[src/rtl/id_exe_hazard_ctrl.sv]
// Hazard controller for the ID/EX boundary: load-use stall, taken-branch flush
// window and memory-not-ready freeze, with saturating debug counters.
module id_exe_hazard_ctrl #(
  parameter int CNT_W        = 16,
  parameter int FLUSH_CYCLES = 1,
  parameter int MEM_TIMEOUT  = 255
) (
  input  logic             clk,
  input  logic             rst,
  input  logic [4:0]       id_rs1,
  input  logic [4:0]       id_rs2,
  input  logic             id_uses_rs1,
  input  logic             id_uses_rs2,
  input  logic [4:0]       ex_rd,
  input  logic             ex_mem_read,
  input  logic             ex_branch_taken,
  input  logic             mem_req,
  input  logic             dmem_ready,
  output logic             pc_write,
  output logic             if_id_write,
  output logic             id_ex_write,
  output logic             ex_mem_write,
  output logic             id_ex_bubble,
  output logic             if_id_flush,
  output logic [CNT_W-1:0] load_stall_cnt,
  output logic [CNT_W-1:0] flush_cnt,
  output logic             mem_timeout,
  output logic             fsm_state
);

  typedef enum logic {RUN = 1'b0, FLUSH = 1'b1} state_t;

  localparam int TO_BITS = $clog2(MEM_TIMEOUT + 1);
  localparam int WAIT_W  = (TO_BITS > 8) ? TO_BITS : 8;

  state_t            state;
  logic [1:0]        flush_left;
  logic [WAIT_W-1:0] wait_cnt;
  logic              freeze;
  logic              load_use;
  logic              branch_run;

  // The MEM access is a valid/ready pair: mem_req is valid, dmem_ready is
  // ready, and the access completes only in a cycle where both are high.
  assign freeze     = mem_req & ~dmem_ready;
  assign branch_run = (state == RUN) & ex_branch_taken;
  assign load_use   = ex_mem_read & (ex_rd != 5'd0) &
                      ((id_uses_rs1 & (id_rs1 == ex_rd)) |
                       (id_uses_rs2 & (id_rs2 == ex_rd)));
  assign fsm_state  = state;

  always_comb begin
    pc_write     = 1'b1;
    if_id_write  = 1'b1;
    id_ex_write  = 1'b1;
    ex_mem_write = 1'b1;
    id_ex_bubble = 1'b0;
    if_id_flush  = 1'b0;
    if (rst) begin
      pc_write = 1'b1;
    end else if (freeze) begin
      pc_write     = 1'b0;
      if_id_write  = 1'b0;
      id_ex_write  = 1'b0;
      ex_mem_write = 1'b0;
    end else if (branch_run || state == FLUSH) begin
      id_ex_bubble = 1'b1;
      if_id_flush  = 1'b1;
    end else if (load_use) begin
      pc_write     = 1'b0;
      if_id_write  = 1'b0;
      id_ex_bubble = 1'b1;
    end
  end

  always_ff @(posedge clk) begin
    if (rst) begin
      state          <= RUN;
      flush_left     <= 2'd0;
      wait_cnt       <= '0;
      load_stall_cnt <= '0;
      flush_cnt      <= '0;
      mem_timeout    <= 1'b0;
    end else if (freeze) begin
      // Saturate so a very long stall cannot wrap and hide the timeout.
      if (wait_cnt != '1) wait_cnt <= wait_cnt + 1'b1;
      if (int'(wait_cnt) + 1 >= MEM_TIMEOUT) mem_timeout <= 1'b1;
    end else begin
      wait_cnt <= '0;
      if (branch_run) begin
        if (flush_cnt != '1) flush_cnt <= flush_cnt + 1'b1;
        if (FLUSH_CYCLES > 1) begin
          state      <= FLUSH;
          flush_left <= 2'(FLUSH_CYCLES - 1);
        end
      end else if (state == FLUSH) begin
        if (flush_left == 2'd1) begin
          state      <= RUN;
          flush_left <= 2'd0;
        end else begin
          flush_left <= flush_left - 2'd1;
        end
      end else if (load_use) begin
        if (load_stall_cnt != '1) load_stall_cnt <= load_stall_cnt + 1'b1;
      end
    end
  end

endmodule

[config.mk]
export PLATFORM = sky130hd
export DESIGN_NAME = id_exe_hazard_ctrl
export DESIGN_NICKNAME = d
export VERILOG_FILES = /design/src/rtl/id_exe_hazard_ctrl.sv
export SDC_FILE = /design/constraint.sdc
export NUM_CORES = 1
export LEC_CHECK = 0
export CAP_MARGIN = 20
export CORE_ASPECT_RATIO = 1.75
export CORE_MARGIN = 1.5
export CORE_UTILIZATION = 30
export DETAILED_ROUTE_END_ITERATION = 12
export DONT_BUFFER_PORTS = 1
export GPL_TIMING_DRIVEN = 0
export HOLD_SLACK_MARGIN = 0.08
export PLACE_DENSITY = 0.54
export REMOVE_ABC_BUFFERS = 1
export SLEW_MARGIN = 20
export SYNTH_ARGS = -nofsm -noshare
export SYNTH_HDL_FRONTEND = slang
export SYNTH_SLANG_ARGS = --single-unit
[constraint.sdc]
create_clock -name clk -period 1.8 [get_ports clk]
set_clock_uncertainty 0.1 [all_clocks]
set_input_delay 0.27 -clock clk [delete_from_list [all_inputs] [get_ports clk]]
set_output_delay 0.27 -clock clk [all_outputs]
set_load 0.02 [all_outputs]
# [Yosys cells after proc, flatten, opt, wreduce, memory -nomap -nowiden]
# Index checks and enable logic that the tools add are counted.
[op_classes] n_reduce_logical=8 bitwise=11 order_cmp=1 mux=16 addsub=5 n_eq_ne=6
[ops] op="16-bit by 1-bit adder with 16-bit output, second input constant" n=2
[ops] op="16-bit != test, second input constant" n=2
[ops] op="1-bit two-way mux" n=15
[ops] op="5-bit equality test" n=2
[ops] op="8-bit by 1-bit adder with 9-bit output, second input constant" n=1
[ops] op="9-bit by 8-bit >= comparator with 1-bit output, second input constant" n=1
[ops] op="8-bit by 1-bit adder with 8-bit output, second input constant" n=1
[ops] op="8-bit != test, second input constant" n=1
[ops] op="1-bit bitwise AND" n=6
[ops] op="3-bit AND reduction" n=2
[ops] op="5-bit AND reduction" n=1
[ops] op="5-bit nonzero test" n=1
[ops] op="1-bit inverter" n=4
[ops] op="2-bit AND reduction" n=2
[ops] op="2-bit by 1-bit equality test with 1-bit output, second input constant" n=1
[ops] op="2-bit two-way mux" n=1
[ops] op="2-bit OR reduction" n=1
[ops] op="2-bit by 1-bit subtractor with 2-bit output, second input constant" n=1
[ops] op="1-bit logical OR" n=1
[ops] op="1-bit bitwise OR" n=1
[word_totals] reg_bits=44 wordCells=53

# [Logic depth before layout (Yosys ltp)]
[logic_depth] depth_word=8 depth_mapped=7

# [Worst setup path before layout]
# No wires, ideal clock.
[synth_timing] path_type="input port to output port" start="input port ex_rd[1]" end="output port pc_write" slack_ns=-0.679 n_path_buf=2 required_time_ns=1.430 t_arrival_ns=2.109 stages=6 path_cell_list="or4_1 o21ai_2 buf_4 nor4_1 o21ai_0 buf_4"
[synth_between] elab_chain_cells=8 word_cells_on_any_way=12 classes_between="eq/ne: 2; mux: 4; bitwise: 5; reduce/logical: 1"
[synth_lines] element="start, declared" line="14" text="input logic [4:0] ex_rd,"
[synth_lines] element="5-bit equality test (on tied branches)" line="48, 49"
[synth_lines] element="1-bit bitwise AND (on tied branches)" line="48, 49"
[synth_lines] element="1-bit bitwise OR" line="48" text="((id_uses_rs1 & (id_rs1 == ex_rd)) |"
[synth_lines] element="1-bit bitwise AND (*)" line="47" text="assign load_use = ex_mem_read & (ex_rd != 5'd0) &"
[synth_lines] element="1-bit two-way mux (*) (4 in series)"
[synth_lines] element="end, declared" line="19" text="output logic pc_write,"
# Every way passes the cells marked *; elsewhere a longest branch is shown, timed or not.

# [Final worst setup path]
[layout_timing] start="register load_stall_cnt[0]" end="register load_stall_cnt[7]"
[layout_between] elab_chain_cells=2 word_cells_on_any_way=3 classes_between="add/sub: 1; eq/ne: 1; reduce/logical: 1"
[layout_lines] element="start, declared" line="25" text="output logic [CNT_W-1:0] load_stall_cnt,"
[layout_lines] element="start signal, assigned" line="104" text="if (load_stall_cnt != '1) load_stall_cnt <= load_stall_cnt + 1'b1;"
[layout_lines] element="branches (longest 2 deep; another with 16-bit by 1-bit adder with 16-bit output)"
# Parallel ways; which one is timed is not known.
# A chain may end at the register's enable or synchronous reset.

==> results.yml <==
floorplanning:
  num_rows: 43
  fp.coreArea_um2: 7960
  die_area_um2: 8780
  die_width_um: 71.5
  dieHeight_um: 123
  io_pins: 63
  initial_core_util_pct: 30.9
grt:
  grt_overflow: 0
  grtUsageTotal_pct: 14.8
  grt_max_degree: 45
  antenna_found_initial: 0
  first_global_vias: 2132
  grt_pass1_wl_um: 10400
cts:
  clockRootBuffer: "clkbuf_16"
  cts_buffers: 5
  clock_sink_count: 44
  clockBufferDepth: 2
  cts_max_level: 2
  cts_hold_buffers: 2
  clkTransAtPathRegs_ns: 0.06
  cts_tree: "done"
  clock_latency_ns: 0.29
power_and_ir_drop:
  switching_share_pct: 23.7
  clkPwrFrac_pct: 44.4
  leakage_uw: 0.00105
  internal-power_uw: 1510
  power_frac_seq_pct: 48.9
  power.share.combinational_pct: 6.7
  p_per_area_nw_per_um2: 589
  ir_worst_vdd_v: 0.000352
  p_sw_uw: 469
final_layout:
  seq_area_um2: 971
  multi_input_area_um2: 1900
  syn_to_final_growth_pct: 36.4
  stdcell_count: 394
  fill_cells: 772
  drive_above_1_share_pct: 39.5
  diodes: 0
  nets: 332
yosys:
  synth_top_area_cell: "dfxtp_1"
  synthTopCellsByCount: "dfxtp_1, nor2_1, xnor2_1"
  synth-async-reset-ratio_pct: 0
  syn_avg_cell_area_um2: 8.49
  synth_seq_cells: 44
  synth_top_area_share_pct: 35.8
  synthCells: 290
  ys_types: 47
  netlist_area_um2: 2460
  yosysSeqAreaShare_pct: 35.8
  ys.flop_type: "dfxtp_1"
  synth_edf_count: 0
  yosys_warnings: 0
  synth.area.top_cells: "dfxtp_1, xnor2_1, nor2_1, mux2_1, xor2_1"
  yosysMostFrequentCell: "dfxtp_1"
placed_design:
  gp_congestion: 0.845
  dp_cells: 368
  dpl.hpwl_um: 4130
  numPortBuffers: 0
  dp_slack_ns: -0.754
setup_path:
  critPathMaxFanout: 6
  cp-startpoint: "load_stall_cnt[0]$_SDFFE_PP0P_"
  critical_path_class: "reg -> reg"
  rr_worst_depth: 8
  crit_path_end_kind: "register"
  setup.worst_path.end: "load_stall_cnt[7]$_SDFFE_PP0P_"
  cp-start-kind: "register"
  required_ns: 1.92
  r2r_slack_ns: -0.18
  reg2reg_from: "load_stall_cnt[0]$_SDFFE_PP0P_"
  timing.rr.end: "load_stall_cnt[7]$_SDFFE_PP0P_"
  arrival_ns: 2.09
drt:
  drtAntennaViolNets: 0
  drt_iter0_drc: 92
  vias: 2181
  drc_errors: 3
  firstDrtPassIters: 8
  routed_wl_um: 6300
  wl_per_cell_um: 16.0
  viasPerCell: 5.54
timing:
  tightest_slew_ns: 0.514
  slew_viol_final: 0
  slew_headroom_pct: 65.6
  fin_ws_ns: -0.177
  period_minus_slack_ns: 1.98
  fmax_mhz: 506
  rsz0062_at_grt: "true"
  finalHoldViolCount: 22
  finalSetupViolCount: 19
  whs_ns: -0.0629
  post-route-period-util_pct: 110
run_status:
  violations: "design-rule violations, negative hold slack, negative setup slack"
  status: "finished with violations"
flow_run:
  max_cap_viol_count: 0
hold_path:
  hold_path.class: "in -> reg"
[worst min path at each step]
stage | startpoint | endpoint | slack [ns] | cells past startpoint
2_1_floorplan | rst | flush_cnt[1]$_SDFFE_PP0P_ | 0.24 | 1
3_3_place_gp | rst | flush_cnt[1]$_SDFFE_PP0P_ | 0.24 | 1
3_5_place_dp | rst | flush_cnt[1]$_SDFFE_PP0P_ | 0.25 | 1
4_1_cts | rst | flush_cnt[1]$_SDFFE_PP0P_ | -0.07 | 1
5_1_grt | rst | flush_cnt[0]$_SDFFE_PP0P_ | -0.07 | 1
6_report | rst | flush_cnt[0]$_SDFFE_PP0P_ | -0.06 | 1
[cells in the final DEF (no fill, tap or decap), types with 3 or more instances in the layout]
cell type,synthesis,final
a21oi_1,13,9
ha_1,5,3
nor4_2,0,7
nand4_1,8,8
mux2_1,9,7
buf_6,1,8
nor3_1,14,3
xnor2_1,20,20
dfxtp_1,44,12
a21oi_2,0,4
buf_4,3,8
nand2_1,16,14
o31ai_1,6,6
or4_1,7,4
inv_1,7,7
dfxtp_4,0,20
nand3_1,13,10
nor3_2,1,5
o21ai_4,0,3
and3_1,5,4
or4_4,0,3
o21ai_0,6,4
dfxtp_2,0,12
nor3_4,0,7
nor2_1,36,33
nor2b_1,10,8
nor4_4,1,5
xor2_1,9,9
clkbuf_16,0,5
[routing by layer]
metal	track usage, %	vias to the layer above	wire [um]	share of wire, %
li1	-	1077	-	-
met1	15.9	1045	2410	38
met2	27.1	51	3420	54
met3	3.86	8	334	5.3
met4	6.01	0	138	2.2
met5	0	-	0	0
[power groups by stage]
stage	combinational, uW	clock (uW)	sequential (uW)
final	132	880	968
after global routing	145	957	969
after CTS	121	908	983
after detailed placement	92.1	0	1010
after global placement	87.1	0	1010
after floorplan	70.9	0	1010
[per-stage QoR]
stage	power (uW)	area, um^2	setup TNS (ns)	hold WS [ns]	utilization (%)
floorplan	1080	2390	-9.54	0.239	-
global placement	1100	2510	-24.65	0.243	31.5
detailed placement	1110	2530	-14.12	0.245	31.7
CTS	2010	3070	-1.70	-0.0694	38.6
global route	2070	3360	-3.73	-0.0716	42.2
finish	1980	3360	-1.84	-0.0629	42.2
[flip-flops by register name, indices dropped and copies added (netlist names)]
register,count
flush_cnt,16
load_stall_cnt,16
wait_cnt,8
flush_left,2
fsm_state,1
mem_timeout,1
[worst max-delay path, stage by stage, from the launching register on]
cell	delay, ns
dfxtp_4	0.39
ha_4	0.17
and2_4	0.15
nand4b_1	0.13
buf_6	0.15
o2111ai_4	0.12
buf_6	0.16
or4_4	0.41
a21oi_2	0.12
[final cells by class]
cell class | count | share of cell area [%]
Tap cell | 90 | 3.35
Timing Repair Buffer | 20 | 6.26
Clock buffer | 5 | 3.72
Sequential cell | 44 | 28.9
Inverter | 7 | 0.782
Clock inverter | 2 | 0.372
Multi-Input combinational cell | 226 | 56.6
[kinds of logic (layout without fill, tap and decap cells)]
family / after synthesis / in the layout / synth area share [%]
AO/OA/AOI/OAI: 39 / 39 / 10.3
XOR/XNOR: 29 / 29 / 10.3
adder cells (fa/ha/maj): 5 / 5 / 2.54
buffers and inverters: 20 / 34 / 3.81
flip-flops: 44 / 44 / 35.8
multiplexers: 10 / 10 / 4.52
AND/OR/NAND/NOR: 143 / 143 / 32.7
[timing repair]
action	4_1_cts	5_1_grt
setup buffers	14	4
gates resized for setup	78	60
endpoints found under the setup margin	36	40
hold endpoints to repair	24	22
pin swaps	25	24
Note: power is estimated with default switching activity, not from simulation.
==> RTL edit (same flow settings) <==
Set the parameter `CNT_W` to 14 (it was 16).
--- a/src/rtl/id_exe_hazard_ctrl.sv
+++ b/src/rtl/id_exe_hazard_ctrl.sv
@@ -3,3 +3,3 @@
 module id_exe_hazard_ctrl #(
-  parameter int CNT_W        = 16,
+  parameter int CNT_W        = 14,
   parameter int FLUSH_CYCLES = 1,
Ports: changed (resized flush_cnt and load_stall_cnt); port bits go from 63 to 59. The function was not compared with the original's and may differ.
==> RTL edit against the original RTL <==
- the flow finishes with violations (negative setup slack)
- sequential cell count down 4
- register-to-register slack better by 0.14 ns
- first-iteration DRC count down 3.3%
- highest routed layer unchanged
- power down 4.7%
- fmax up 4.7%
- sequential power down 8.0%
- critical path type is now input port to output pin
- routed wire length down 5.3%
- die area down 7.6%
- cell area down 11%
- worst setup slack better by 0.088 ns
- synthesized area down 7.9%
- sequential share of layout area down 0.074 points
==> RTL edit: results (changes against the original RTL) <==
place_area_mm2: 0.00232  # -8.1%
n_antenna_cell: 0  # unchanged
reg_top3: "flush_cnt (14), load_stall_cnt (14), wait_cnt (8)"
seq_area_frac_synth_pct: 35.3  # -0.47 points
yosys-top-cells-area: "dfxtp_1, xor2_1, nor2_1"
cp_max_fo: 3  # -3
grt_pass1_wl_um: 9230  # -11%
r2r_start: "load_stall_cnt[0]$_SDFFE_PP0P_"
gp_congestion: 0.731  # -14%
irDropWorstVdd_uv: 415  # +18%
worst_slack_ns: -0.0885  # +0.0884 ns
finalSetupViolations: 7  # -12
cts_max_level: 2  # unchanged
holdPathStages: 2  # +1
failed_checks: "negative setup slack"
yosysUniqueCellTypes: 52  # +11%
routed_wl_um: 5970  # -5.3%
status: "finished with violations"
worst_pin_slew_ns: 0.999  # +0.485 ns
layout-drive-gt1-share_pct: 36.4  # -3.1 points
arrival_ns: 1.52  # -0.57 ns
met3_usage_pct: 4.40  # +0.54 points
rr_worst_depth: 6  # -2
holdPathEnd: "load_stall_cnt[6]$_SDFFE_PP0P_"
use_met2_pct: 26.7  # -0.36 points
r2r_end: "load_stall_cnt[5]$_SDFFE_PP0P_"
cts_max_path_buffers: 2  # unchanged
met1_usage_pct: 14.7  # -1.2 points
drt_iter0_markers: 89  # -3.3%
via_per_inst: 5.64  # +1.9%
pre_cts_ws_ns: -0.712  # +0.0425 ns
dp_hpwl_um: 3980  # -3.7%
yosysWarnings: 0  # unchanged
async_reset_ff_share_pct: 0  # unchanged
grt_use_total_pct: 14.5  # -0.29 points
synth_commonest_cells: "dfxtp_1, nor2_1, nand2_1"
finalNetCount: 311  # -6.3%
regToRegSetupSlack_ns: -0.04  # +0.14 ns
p_leak_nw: 1.05  # +0.33%
grt_max_degree: 24  # -47%
nFillCells: 747  # -3.2%
dr.pass1.iters: 4  # -4
first_global_vias: 1970  # -7.6%
port_buffers: 0  # unchanged
[RTL edit: area by class of cell]
| class | count | area (um^2) | area share, % |
|---|---|---|---|
| flip-flops and latches | 40 | 865 | 28.8 |
| repair buffers | 20 | 164 | 5.47 |
| multi-input cells | 207 | 1690 | 56.4 |
| inverters | 9 | 33.8 | 1.13 |
| clock inverters | 2 | 12.5 | 0.417 |
| well taps | 86 | 108 | 3.59 |
| clock buffers | 5 | 125 | 4.17 |
[RTL edit: repair_timing]
action / CTS / global route
setup buffers: 14 / 5
pin swaps: 11 / 21
hold buffers: 1 / 0
endpoints found under the setup margin: 43 / 30
resized for setup: 58 / 46
hold endpoints to repair: 23 / 0
[RTL edit: per-layer routing]
| metal | vias to the layer above | part of all wire (%) |
|---|---|---|
| li1 | 993 | - |
| met2 | 62 | 57 |
| met4 | 0 | 1.6 |
| met1 | 1019 | 35 |
| met3 | 8 | 6.4 |
| met5 | - | 0 |
[RTL edit: cells by family after synthesis]
| kind of cell | share of synthesized area, % |
|---|---|
| DFF | 35.3 |
| and+or+nand+nor | 31.1 |
| buffers and inverters | 4.69 |
| adders and majority gates | 2.76 |
| muxes | 3.81 |
| AOI/OAI and AO/OA | 13.1 |
| xor gates and xnor gates | 9.27 |
[RTL edit: power by group]
group / switching [W] / total (W) / internal, W
clock network: 0.000342 / 0.000844 / 0.000503
registers: 0.0000150 / 0.000891 / 0.000877
logic: 0.0000930 / 0.000150 / 0.0000575
[RTL edit: worst max-delay path by stage]
stage	from	to	slack (ns)	depth (start not counted)
6_report	ex_rd[1]	if_id_write	-0.09	5
3_3_place_gp	id_rs1[2]	if_id_write	-1.19	5
3_5_place_dp	mem_req	if_id_write	-0.71	3
5_1_grt	ex_rd[1]	if_id_write	-0.14	5
4_1_cts	id_rs1[3]	if_id_write	-0.21	6
2_1_floorplan	id_rs1[3]	if_id_write	-0.68	5
[RTL edit: per-stage QoR]
stage               hold slack, ns  cells  setup TNS [ns]  util, %
global route                 0.123    369          -0.898     41.2
CTS                          0.106    365          -0.733     38.0
finish                       0.121    369          -0.257     41.2
global placement             0.247    342          -18.52     31.6
floorplan                    0.239    256           -5.27        -
detailed placement           0.247    343          -13.04     31.9
[RTL edit: worst max-delay path, stage by stage]
cell	delay, ns
xor2_1	0.17
nor4_4	0.29
a32oi_2	0.18
nand2b_4	0.19
o31a_4	0.41
